<file path="config.mk">
export PLATFORM = sky130hd
export DESIGN_NAME = cmd_frame_ctrl
export DESIGN_NICKNAME = d
export VERILOG_FILES = /design/src/rtl/cmd_pkg.sv /design/src/rtl/crc8_step.sv /design/src/rtl/cmd_frame_ctrl.sv
export SDC_FILE = /design/constraint.sdc
export NUM_CORES = 1
export LEC_CHECK = 0
export CORE_ASPECT_RATIO = 1.1
export CORE_MARGIN = 4
export CORE_UTILIZATION = 45
export DETAILED_ROUTE_END_ITERATION = 10
export PLACE_DENSITY = 0.6
export SLEW_MARGIN = 20
export SYNTH_ARGS = -nofsm -noshare
export SYNTH_HDL_FRONTEND = slang
export SYNTH_SLANG_ARGS = --single-unit
</file>
<file path="constraint.sdc">
create_clock -name CLK -period 9 [get_ports CLK]
set_input_delay 1.8 -clock CLK [delete_from_list [all_inputs] [get_ports CLK]]
set_output_delay 1.8 -clock CLK [all_outputs]
set_load 0.02 [all_outputs]
</file>
<file path="src/rtl/cmd_pkg.sv">
// Shared constants, parser state encoding and the CRC-8/0x07 step for the command-frame controller.
package cmd_pkg;

    localparam logic [7:0] SYNC          = 8'hAA;
    localparam logic [7:0] CMD_SWAP      = 8'h01;
    localparam logic [7:0] CMD_CLEAR     = 8'h02;
    localparam logic [7:0] CMD_LOAD_EDGE = 8'h05;
    localparam logic [7:0] CMD_STATUS    = 8'h07;
    localparam logic [7:0] RESP_LEN      = 8'h04;
    localparam logic [7:0] RESP_STATUS   = 8'h87;

    typedef enum logic [2:0] {
        ST_HUNT, ST_LEN, ST_BODY, ST_CHECK, ST_EXEC, ST_WAIT_CLR, ST_WAIT_SWP, ST_RESP
    } state_t;

    typedef enum logic [1:0] {TX_IDLE, TX_RISE, TX_FALL} tx_phase_t;

    function automatic logic [7:0] crc8_next(input logic [7:0] crc, input logic [7:0] data);
        logic [7:0] c;
        c = crc ^ data;
        for (int unsigned i = 0; i < 8; i++) begin
            c = c[7] ? ((c << 1) ^ 8'h07) : (c << 1);
        end
        return c;
    endfunction

endpackage

</file>
<file path="src/rtl/crc8_step.sv">
// Byte-serial CRC-8 (poly 0x07, init 0x00, MSB first); one byte folded in per enabled cycle.
module crc8_step
    import cmd_pkg::*;
(
    input  logic       clk,
    input  logic       rst,
    input  logic       clr,
    input  logic       en,
    input  logic [7:0] data,
    output logic [7:0] crc
);

    always_ff @(posedge clk) begin
        if (rst || clr) begin
            crc <= '0;
        end else if (en) begin
            crc <= crc8_next(crc, data);
        end
    end

endmodule

</file>
<file path="src/rtl/cmd_frame_ctrl.sv">
// UART command-frame parser: validates AA/LEN/CMD/payload/CRC frames and drives swap, clear,
// edge-RAM load and status-response side effects, one frame at a time.
module cmd_frame_ctrl
    import cmd_pkg::*;
#(
    parameter int unsigned MAX_LEN     = 32,
    parameter int unsigned TIMEOUT_CYC = 3200
) (
    input  logic        CLK,
    input  logic        rst,
    input  logic [7:0]  rx_data,
    input  logic        rx_valid,
    output logic [7:0]  tx_data,
    output logic        tx_start,
    input  logic        tx_busy,
    output logic        clear_start,
    output logic [7:0]  clear_color,
    input  logic        clear_busy,
    output logic        swap_req,
    input  logic        swap_ack,
    output logic        edge_we,
    output logic [7:0]  edge_addr,
    output logic [15:0] edge_wdata,
    output logic [7:0]  err_cnt
);

    localparam int unsigned AW = $clog2(MAX_LEN);
    localparam int unsigned TW = $clog2(TIMEOUT_CYC + 1);

    state_t    state, state_nxt;
    tx_phase_t tx_phase;

    logic [7:0]    body_mem [MAX_LEN];
    logic [7:0]    len_q, cnt, edge_ptr, color_q, stat_q, err_q, rcrc_q, crc_val;
    logic [TW-1:0] tcnt;
    logic [3:0]    widx, nwords;
    logic [2:0]    resp_idx;
    logic          crc_ok, last_err;
    logic          reject, accept, crc_clr, crc_en, cmd_ok;

    crc8_step u_crc (
        .clk  (CLK),
        .rst  (rst),
        .clr  (crc_clr),
        .en   (crc_en),
        .data (rx_data),
        .crc  (crc_val)
    );

    logic [7:0]    cmd, edge_n, edge_base, stat_now, resp_crc;
    logic          edge_cont, edge_ovf, len_bad, body_last, timeout;
    logic [9:0]    edge_end;
    logic [AW-1:0] word_idx;

    assign cmd       = body_mem[0];
    assign edge_n    = body_mem[1];
    assign edge_cont = body_mem[2][2];
    assign edge_base = edge_cont ? edge_ptr : 8'd0;
    // End pointer after 3N writes; reaching 256 would wrap the pointer, so it is rejected up front.
    assign edge_end  = 10'(edge_base) + 10'(edge_n) + {1'b0, edge_n, 1'b0};
    assign edge_ovf  = edge_end > 10'd255;
    assign len_bad   = (rx_data < 8'd2) || (rx_data > 8'(MAX_LEN));
    assign body_last = (cnt == len_q - 8'd1);
    assign timeout   = !rx_valid && (tcnt == TW'(TIMEOUT_CYC - 1));
    assign stat_now  = {edge_ptr[4:0], swap_req, clear_busy, last_err};
    assign resp_crc  = crc8_next(crc8_next(crc8_next(crc8_next(8'h00, RESP_LEN),
                                 RESP_STATUS), stat_now), err_cnt);
    assign word_idx  = AW'({widx, 1'b0}) + AW'(3);

    assign edge_addr   = edge_ptr;
    assign edge_wdata  = {body_mem[word_idx], body_mem[word_idx + AW'(1)]};
    assign clear_color = clear_start ? body_mem[1] : color_q;

    always_comb begin
        cmd_ok = 1'b0;
        case (cmd)
            CMD_SWAP, CMD_STATUS: cmd_ok = (len_q == 8'd2);
            CMD_CLEAR:            cmd_ok = (len_q == 8'd3);
            CMD_LOAD_EDGE:        cmd_ok = (edge_n != 8'd0) && (edge_n <= 8'd4) &&
                                           (len_q == 8'd4 + 8'd6 * edge_n) && !edge_ovf;
            default:              cmd_ok = 1'b0;
        endcase
    end

    always_comb begin
        case (resp_idx)
            3'd0:    tx_data = SYNC;
            3'd1:    tx_data = RESP_LEN;
            3'd2:    tx_data = RESP_STATUS;
            3'd3:    tx_data = stat_q;
            3'd4:    tx_data = err_q;
            default: tx_data = rcrc_q;
        endcase
    end

    always_ff @(posedge CLK) begin
        if (rst) begin
            state <= ST_HUNT;
        end else begin
            state <= state_nxt;
        end
    end

    always_comb begin
        state_nxt   = state;
        reject      = 1'b0;
        accept      = 1'b0;
        crc_clr     = 1'b0;
        crc_en      = 1'b0;
        tx_start    = 1'b0;
        clear_start = 1'b0;
        swap_req    = 1'b0;
        edge_we     = 1'b0;
        case (state)
            ST_HUNT: begin
                crc_clr = 1'b1;
                if (rx_valid && rx_data == SYNC) state_nxt = ST_LEN;
            end
            ST_LEN: begin
                if (rx_valid) begin
                    if (len_bad) begin
                        reject    = 1'b1;
                        state_nxt = ST_HUNT;
                    end else begin
                        crc_en    = 1'b1;
                        state_nxt = ST_BODY;
                    end
                end else if (timeout) begin
                    reject    = 1'b1;
                    state_nxt = ST_HUNT;
                end
            end
            ST_BODY: begin
                if (rx_valid) begin
                    if (body_last) state_nxt = ST_CHECK;
                    else           crc_en    = 1'b1;
                end else if (timeout) begin
                    reject    = 1'b1;
                    state_nxt = ST_HUNT;
                end
            end
            ST_CHECK: begin
                if (crc_ok && cmd_ok) begin
                    accept = 1'b1;
                    case (cmd)
                        CMD_SWAP:      state_nxt = ST_WAIT_SWP;
                        CMD_CLEAR:     state_nxt = ST_WAIT_CLR;
                        CMD_LOAD_EDGE: state_nxt = ST_EXEC;
                        default:       state_nxt = ST_RESP;
                    endcase
                end else begin
                    reject    = 1'b1;
                    state_nxt = ST_HUNT;
                end
            end
            ST_EXEC: begin
                edge_we = 1'b1;
                if (widx == nwords - 4'd1) state_nxt = ST_HUNT;
            end
            ST_WAIT_CLR: begin
                if (!clear_busy) begin
                    clear_start = 1'b1;
                    state_nxt   = ST_HUNT;
                end
            end
            ST_WAIT_SWP: begin
                swap_req = 1'b1;
                if (swap_ack) state_nxt = ST_HUNT;
            end
            ST_RESP: begin
                if (tx_phase == TX_IDLE && !tx_busy) tx_start = 1'b1;
                if (tx_phase == TX_FALL && !tx_busy && resp_idx == 3'd5) state_nxt = ST_HUNT;
            end
            default: state_nxt = ST_HUNT;
        endcase
        if (rst) begin
            tx_start    = 1'b0;
            clear_start = 1'b0;
            swap_req    = 1'b0;
            edge_we     = 1'b0;
        end
    end

    always_ff @(posedge CLK) begin
        if (state == ST_BODY && rx_valid && !body_last) begin
            body_mem[cnt[AW-1:0]] <= rx_data;
        end
    end

    always_ff @(posedge CLK) begin
        if (rst) begin
            len_q    <= '0;
            cnt      <= '0;
            crc_ok   <= 1'b0;
            tcnt     <= '0;
            err_cnt  <= '0;
            last_err <= 1'b0;
            edge_ptr <= '0;
            color_q  <= '0;
            widx     <= '0;
            nwords   <= '0;
            resp_idx <= '0;
            tx_phase <= TX_IDLE;
            stat_q   <= '0;
            err_q    <= '0;
            rcrc_q   <= '0;
        end else begin
            if ((state == ST_LEN || state == ST_BODY) && !rx_valid) tcnt <= tcnt + TW'(1);
            else                                                     tcnt <= '0;
            if (state == ST_LEN && rx_valid) begin
                len_q <= rx_data;
                cnt   <= '0;
            end
            if (state == ST_BODY && rx_valid) begin
                if (body_last) crc_ok <= (rx_data == crc_val);
                else           cnt    <= cnt + 8'd1;
            end
            if (reject) begin
                if (err_cnt != 8'hFF) err_cnt <= err_cnt + 8'd1;
                last_err <= 1'b1;
            end
            // Status fields are snapshotted before this frame clears last_err.
            if (accept) begin
                last_err <= 1'b0;
                stat_q   <= stat_now;
                err_q    <= err_cnt;
                rcrc_q   <= resp_crc;
                resp_idx <= '0;
                tx_phase <= TX_IDLE;
                widx     <= '0;
                nwords   <= edge_n[3:0] + {edge_n[2:0], 1'b0};
                if (cmd == CMD_LOAD_EDGE && !edge_cont) edge_ptr <= '0;
            end
            if (edge_we) begin
                edge_ptr <= edge_ptr + 8'd1;
                widx     <= widx + 4'd1;
            end
            if (clear_start) color_q <= body_mem[1];
            if (state == ST_RESP) begin
                case (tx_phase)
                    TX_IDLE: if (!tx_busy) tx_phase <= TX_RISE;
                    TX_RISE: if (tx_busy)  tx_phase <= TX_FALL;
                    TX_FALL: if (!tx_busy) begin
                        tx_phase <= TX_IDLE;
                        resp_idx <= resp_idx + 3'd1;
                    end
                    default: tx_phase <= TX_IDLE;
                endcase
            end
        end
    end

endmodule

</file>
Word level (Yosys, flattened, before mapping) --
Memory sizes are Yosys's and may differ from the RTL's. Cells that the tools add are included.
Cells by class: $add $sub $neg 14, multiply operators 1, order comparisons 4, equal/unequal tests 33, multiplexer cells 85, bitwise operators 28, reduce and logical (&&, ||, !) cells 35
Operators by type and width (number):
- $mux W3 | 38
- $not A3 Y3 | 25
- $mux W8 | 8
- $pmux W8 S5 | 1
- $add A8 B1 Y8 const B | 3
- $eq A8 B2 Y1 const B | 3
- $eq A8 B8 Y1 | 3
- $mux W1 | 24
- $pmux W3 S8 | 1
- $eq A3 B3 Y1 const B | 6
- $eq A8 B3 Y1 const B | 2
- $xor A8 B8 Y8 | 2
- $logic_and A1 B1 Y1 | 14
- $add A12 B1 Y12 const B | 1
- $eq A12 B12 Y1 const B | 1
- $eq A3 B2 Y1 const B | 4
- $mux W2 | 6
- $pmux W2 S3 | 2
- $add A9 B9 Y10 | 1
- $gt A10 B8 Y1 const B | 1
- $ne A2 B2 Y1 const B | 5
- $add A8 B8 Y9 | 1
- $add A3 B8 Y8 const A | 1
- $eq A8 B1 Y1 const B | 1
- other kinds (31) | 46
Word-level totals: register bits 102, memory bits (writable) 256, bits of input ports 14, word-level logic and storage cells 218, memories kept 1
Memories:
- body_mem | words 32, bits a word 8, read ports 5, clocked after memory_dff 0, write ports 1, line cmd_frame_ctrl.sv:33 | logic [7:0] body_mem [MAX_LEN];

Longest topological paths before layout --
Gate-level depths: netlist of run 1.
depth in word-level cells 33, gate-level depth with buffers 15, mapped depth without buffers 13

Hierarchy --
A second synthesis of run 1 with hierarchy kept.
Second synthesis, totals: cell total of the unflattened synthesis 1263, area, all modules 16578.4 µm²
Modules (own cells, without submodules):
- cmd_frame_ctrl | times used 1, cells each 1207, area each 15961.6 µm², seq. area each 9569.2 µm²
- crc8_step | times used 1, cells each 56, area each 616.8 µm², seq. area each 160.2 µm²

Worst setup path before layout of run 1 --
Ideal clock, no wire load.
path kind input-to-output, start point in rst, end point out tx_start, data arrival time 2.976 ns, slack 4.224 ns, stages on the path 3, cell sequence clkbuf_1 > clkbuf_1 > nor4b_1
Between the ends: cells in the longest elaborated chain, start to end 1
Ends and longest elaborated chain:
- start: declaration | line cmd_frame_ctrl.sv:10 | input logic rst,
- $mux W1 | line cmd_frame_ctrl.sv:176 | if (rst) begin
- end: declaration | line cmd_frame_ctrl.sv:14 | output logic tx_start,
No other way between the ends.

Worst setup path in the final report of run 1 --
start point reg widx[0], end point out edge_wdata[6]
Between the ends: cells in the longest elaborated chain, start to end 3
Ends and longest elaborated chain:
- start: declaration | line cmd_frame_ctrl.sv:36 | logic [3:0] widx, nwords;
- start signal: assignment | line cmd_frame_ctrl.sv:236 | widx <= widx + 4'd1;
- $add A5 B2 Y5 | line cmd_frame_ctrl.sv:68 | assign word_idx = AW'({widx, 1'b0}) + AW'(3);
- $add A5 B1 Y5 | line cmd_frame_ctrl.sv:71 | assign edge_wdata = {body_mem[word_idx], body_mem[word_idx + AW'(1)]};
- $mem_v2 Z32 W8
- end: declaration | line cmd_frame_ctrl.sv:23 | output logic [15:0] edge_wdata,
No other way between the ends.

==> results.cfg, run 1 <==
[layout]
finish.utilization_pct = 52.0
final_layout_size_suffix_gt1_share_pct = 13.0
antenna_cells = 0
finalNetCount = 1335
fin_area_um2 = 18800
areaGrowthSynthToFinish_pct = 14.2
instances_no_fill = 1785

[setup_path]
crit_path_max_incr_delay_ns = 0.76
path_class = flip-flop to output port
crit_family = buffers and inverters
critPathRequiredTime_ns = 7.20
critical_path.slowest_cell = ha_4
crit_path_cell_trace = inv_1 > ha_4 > buf_4 > mux4_2 > nor2b_1 > a211oi_1 > a21oi_1 > clkdlybuf4s50_1
cp-start-kind = flip-flop
arrival_ns = 4.25
critPathCaptureType = output port
worstPathMaxFanout = 45
crit_buf_inv = 3

[timing]
period_needed_ns = 6.05
skew_ns = 0.0174
fin_tns_setup_ns = 0
fin_crit_sh_pct = 67.2
setup_violations = 0
rsz0062_at_grt = false
max_slew.worst_pin.slew_ns = 0.991
relSlewSlack_pct = 33.7
drv_slew = 0
fmax_mhz = 165
finalHoldViolCount = 0

[clock_tree]
clock-root-buffer = clkbuf_16
clockBufferDepth = 3
h-tree-depth = 2
cts_tree = done
hold_buffers = 0
cts_setup_buffers = 0
cts_resized = 0
cts.reportedPaths.clkPinSlew_ns = 0.07
cts.sinks = 358
clkLatencyLatePin_ns = 0.54
numCtsBuffers = 38

[synthesis]
synth.cell_area_um2 = 16400
synth_top_area_share_pct = 46.8
seq_area_frac_synth_pct = 59.2
synth_area_leaders = edfxtp_1 (47%), dfxtp_1 (12%), mux4_2 (9.9%), xnor2_1 (3.7%), ha_1 (3.2%)
synth-edff-count = 256
syn_avg_cell_area_um2 = 13.6
synth_ff_type = edfxtp_1
synth_nets = 1273
yosys_register_bits = 358
async_flop_share_pct = 0
synth_warnings = 0
synth_top_area_cell = edfxtp_1
postSynthCellCount = 1208
ys_types = 69

[drt]
ant_nets = 0
drc = 0
drt_iter0_drc = 601
firstDrtPassIters = 5
vias_per_cell = 5.44
wl_um = 36400
wire_per_inst_um = 20.4
vias = 9712

[global_routing]
gr-usage-all-layers_pct = 18.4
first_global_vias = 9892
grt_pass1_wl_um = 57400
grtUsageMet1_pct = 25.5
use_met2_pct = 30.6
grt_start_max_net_pins = 54
grt-busiest-layer = met2
grt_overflow = 0
antenna_found_initial = 0
met3_usage_pct = 3.29

[pwr]
power.total_mw = 3.32
pwr-share-comb_pct = 2.1
pwr-share-clk_pct = 44.8
seq_power_share_pct = 53.1
internal_power_mw = 2.62
switching_share_pct = 21.3
p_per_area_nw_per_um2 = 177
switchingPower_uw = 707
irDropWorstVdd_mv = 0.141
p_leak_nw = 6.17

[floorplanning]
die_x_um = 190
core.rowCount = 73
start_util_pct = 45.5
fp.coreArea_um2 = 36100
fp.dieArea_um2 = 39600
io_pins = 66
die_h_um = 208

[run_status]
status = finished clean

[placement]
placedCellCount = 1717
routabilityCongestion = 0.805
port_buffers = 65
dp_hpwl_um = 23700
post_dp_cell_area_um2 = 17600

[hold_path]
worstHoldPathType = flip-flop to flip-flop

[run]
drv_cap = 0
## final cells by class
| type | count | area, um^2 |
|---|---|---|
| Timing Repair Buffer | 81 | 766 |
| Fill cell | 3030 | 17300 |
| Inverter | 34 | 128 |
| Clock inverter | 25 | 183 |
| Sequential cell | 358 | 9730 |
| Clock buffer | 43 | 991 |
| Multi-Input combinational cell | 757 | 6360 |
| Tap cell | 487 | 609 |
## cell usage after synthesis (11+ instances only)
library cell  number
a211oi_1          14
a21oi_1           43
a31oi_1           12
and2_1            19
and3_1            13
clkbuf_1          48
dfxtp_1          102
edfxtp_1         256
ha_1              42
inv_1             34
mux2i_1           42
mux4_2            72
nand2_1           79
nand3_1           25
nor2_1           123
nor2b_1           13
o21ai_0           19
or3_1             11
xnor2_1           69
xor2_1            24
## power by group through the flow
stage / clock, mW / sequential (mW) / combinational, mW
finish: 1.49 / 1.76 / 0.0685
global route: 1.59 / 1.76 / 0.0756
CTS: 1.53 / 1.76 / 0.0702
detailed placement: 0 / 1.80 / 0.0695
global placement: 0 / 1.80 / 0.0686
floorplan: 0 / 1.80 / 0.0279
## metal layers
| layer | wire, um | up-vias |
|---|---|---|
| met5 | 0 | - |
| met2 | 17700 | 199 |
| met3 | 1650 | 45 |
| met1 | 16400 | 4824 |
| met4 | 705 | 0 |
| li1 | - | 4644 |
## state kept, by name, indices dropped and copies added (netlist names)
register,cells
body_mem,256
cnt,8
color_q,8
crc_ok,1
edge_addr,8
err_cnt,8
err_q,8
last_err,1
len_q,8
nwords,4
rcrc_q,8
resp_idx,3
stat_q,8
state,3
tcnt,12
tx_phase,2
u_crc.crc,8
widx,4
## cells in the final DEF (no fill, tap or decap), drive strengths merged, types with 9 or more instances in the layout
master	Yosys	routed
a211oi	15	15
a21oi	43	43
a31oi	12	12
and2	19	19
and3	13	13
buf	11	17
clkbuf	48	43
clkdlybuf4s50	0	64
clkinv	0	15
dfxtp	102	102
edfxtp	256	256
fa	9	9
ha	42	42
inv	34	38
mux2i	42	42
mux4	72	72
nand2	79	79
nand3	25	25
nand4	9	9
nor2	123	123
nor2b	13	13
nor3	9	9
o21ai	20	20
or3	11	11
xnor2	69	69
xor2	26	26
## logic make-up (layout without fill, tap and decap cells)
family	Yosys count	in the layout	synth area share, %
AO/OA/AOI/OAI	144	144	5.92
buffers and inverters	93	183	2.28
multiplexers	115	115	12.5
AND/OR/NAND/NOR	351	351	10.5
flip-flops	358	358	59.2
XOR/XNOR	96	96	5.29
adder cells (fa/ha/maj)	51	51	4.30
## worst register-to-register path, cell delays in order, from the launching register on
cell and delay (ns):
edfxtp_1 0.58, and2_1 0.26, fa_1 0.44, ha_1 0.33, a211o_1 0.28, a2111oi_2 0.41
nand4_1 0.16, a2111oi_2 0.34, nand4_2 0.26, a211oi_4 0.33, buf_4 0.49, nor2_1 0.19
a31o_2 0.28
## metrics by stage
stage | hold WS (ns) | worst slack [ns]
2_1_floorplan | 0.426 | 4.22
3_3_place_gp | 0.448 | 3.27
3_5_place_dp | 0.460 | 3.18
4_1_cts | 0.474 | 2.87
5_1_grt | 0.506 | 2.69
6_report | 0.463 | 2.95
## path summary, 6_finish.rpt
kind	start	to	slack [ns]	cells after the start
worst min register to register	tcnt[0]	tcnt[0]	0.46	1
worst min-delay path	tcnt[0]	tcnt[0]	0.46	1
worst max-delay path	widx[0]	edge_wdata[6]	2.95	8
worst max register to register	body_mem[2][2]	widx[2]	4.54	12
Note: power is estimated with default switching activity, not from simulation.
==> run 2, diff against run 1 <==
==> constraint.sdc (replaced) <==
create_clock -name CLK -period 6 [get_ports CLK]
set_input_delay 1.2 -clock CLK [delete_from_list [all_inputs] [get_ports CLK]]
set_output_delay 1.2 -clock CLK [all_outputs]
set_load 0.02 [all_outputs]
==> results.cfg, run 2 (synthesized netlist as in run 1, its figures left out) <==
[run_status]
status = finished clean

[timing]
period_needed_ns = 5.24
finalHoldViolCount = 0
max_slew.worst_pin.slew_ns = 1.05
fin_tns_setup_ns = 0
setup_slack_ns = 0.763
drv_slew = 0
skew_ns = 0.0176
relSlewSlack_pct = 29.7
rsz0062_at_grt = false
fin_crit_sh_pct = 87.3
fmax_mhz = 191
setup_violations = 0

[drt]
vias = 9872
drc = 0
ant_nets = 0
firstDrtPassIters = 5
wl_met2_um = 18000
dr_wl_met3_um = 2120
highest_layer = met5
wirelength_met1_um = 16000
drt_iter0_drc = 765
wl_um = 37300
vias_per_cell = 5.51
wire_per_inst_um = 20.8

[setup_path]
arrival_ns = 4.04
critPathCaptureType = output port
crit_path_cell_trace = inv_1 > ha_4 > buf_4 > mux4_2 > a211oi_1 > a21oi_1 > clkdlybuf4s50_1
worstPathMaxFanout = 41
cp-start-kind = flip-flop
critPathRequiredTime_ns = 4.80
crit_path_max_incr_delay_ns = 0.76
worstSetupStartpoint = widx[0]
path_class = flip-flop to output port
r2r_start = body_mem[2][2]
critical_path.slowest_cell = ha_4

[pwr]
irDropWorstVdd_mv = 0.175
p_leak_nw = 6.24
power.total_mw = 5.07
p_per_area_nw_per_um2 = 269

[floorplanning]
core.rowCount = 73
io_pins = 66
fp.dieArea_um2 = 39600
fp.coreArea_um2 = 36100
die_h_um = 208
die_x_um = 190
start_util_pct = 45.5

[layout]
largest_reg_flops = 256
final_common_cell = edfxtp_1
antenna_cells = 0
multiInputGateArea_um2 = 6360
fillCellCount = 3027
finalNetCount = 1338
final_layout_size_suffix_gt1_share_pct = 13.2
final_cell_mix = edfxtp_1 (256), nor2_1 (123), dfxtp_1 (101), nand2_1 (79), mux4_2 (72)
final-seq-area_um2 = 9730
finish.utilization_pct = 52.3
areaGrowthSynthToFinish_pct = 14.9

[global_routing]
grt_start_max_net_pins = 45
grt_overflow = 0
grt_pass1_wl_um = 59400
gr-usage-all-layers_pct = 19.1
antenna_found_initial = 1
first_global_vias = 10145

[clock_tree]
clock-root-buffer = clkbuf_16
clkLatencyLatePin_ns = 0.54
cts_tree = done
clockBufferDepth = 3
cts_resized = 0
cts.reportedPaths.clkPinSlew_ns = 0.06
numCtsBuffers = 40
cts.sinks = 358
h-tree-depth = 2
hold_buffers = 0
cts_setup_buffers = 0

[run]
drv_cap = 0

[placement]
post-place-ws_ns = 1.20
routabilityCongestion = 0.814
port_buffers = 65
dp_hpwl_um = 24700

[hold_path]
worstHoldPathType = flip-flop to flip-flop
hold_start = tcnt[0]
[run 2: cell types whose count changed in the layout (fill, tap and decap cells not counted)]
cell / change
clkinv_2: +5
buf_12: +1
clkinv_8: +1
inv_16: -1
clkinv_4: -2
clkbuf_16: +3
clkinvlp_2: -3
clkinv_1: -1
inv_6: -2
clkinvlp_4: -2
clkbuf_1: +4
clkbuf_8: +3
[run 2: final timing paths]
path | endpoint | slack [ns] | cells after the start
min reg2reg | tcnt[0] | 0.46 | 1
max | edge_wdata[4] | 0.76 | 7
min | tcnt[0] | 0.46 | 1
max reg2reg | widx[2] | 1.46 | 12
[run 2: where the power goes]
| group | total, mW | leakage [nW] | switching [mW] | internal (mW) |
|---|---|---|---|---|
| Clock | 2.32 | 0.624 | 0.959 | 1.36 |
| Combinational | 0.105 | 2.49 | 0.0709 | 0.0339 |
| Sequential | 2.65 | 3.12 | 0.00276 | 2.65 |
| Total | 5.07 | 6.24 | 1.03 | 4.04 |
[run 2: metrics by stage]
step	hold slack, ns	cells	cell area (um^2)
after CTS	0.464	1791	18900
final	0.460	1791	18900
after floorplan	0.426	1208	16400
after global placement	0.441	1718	17600
after global routing	0.498	1791	18900
after detailed placement	0.450	1718	17600
[run 2: cell type report]
type / count / area share (%)
sequential: 358 / 51.6
multi-input combinational: 757 / 33.7
clock buffer: 53 / 5.95
timing repair buffer: 82 / 4.16
tap: 487 / 3.23
clock inverter: 20 / 0.716
inverter: 34 / 0.676
[run 2: layer usage]
metal / track usage [%] / up-vias
li1: - / 4627
met1: 26.0 / 4883
met2: 31.0 / 288
met3: 4.01 / 72
met4: 5.75 / 2
met5: 0 / -
[run 2: worst max-delay path, delay by kind of cell, from the launching register on]
kind / cells / cell delay [ns]
AOI/OAI and AO/OA: 2 / 0.46
DFF: 1 / 0.65
buffers and inverters: 3 / 1.09
muxes: 1 / 0.51
adders and majority gates: 1 / 0.76
==> run 3, diff against run 2 <==
--- a/config.mk
+++ b/config.mk
@@ -9,6 +9,7 @@
 export CORE_MARGIN = 4
 export CORE_UTILIZATION = 45
 export DETAILED_ROUTE_END_ITERATION = 10
+export GPL_ROUTABILITY_DRIVEN = 0
 export PLACE_DENSITY = 0.6
 export SLEW_MARGIN = 20
 export SYNTH_ARGS = -nofsm -noshare
==> results of run 3 <==
The final DEF is identical to that of run 2; final timing and power are the same.
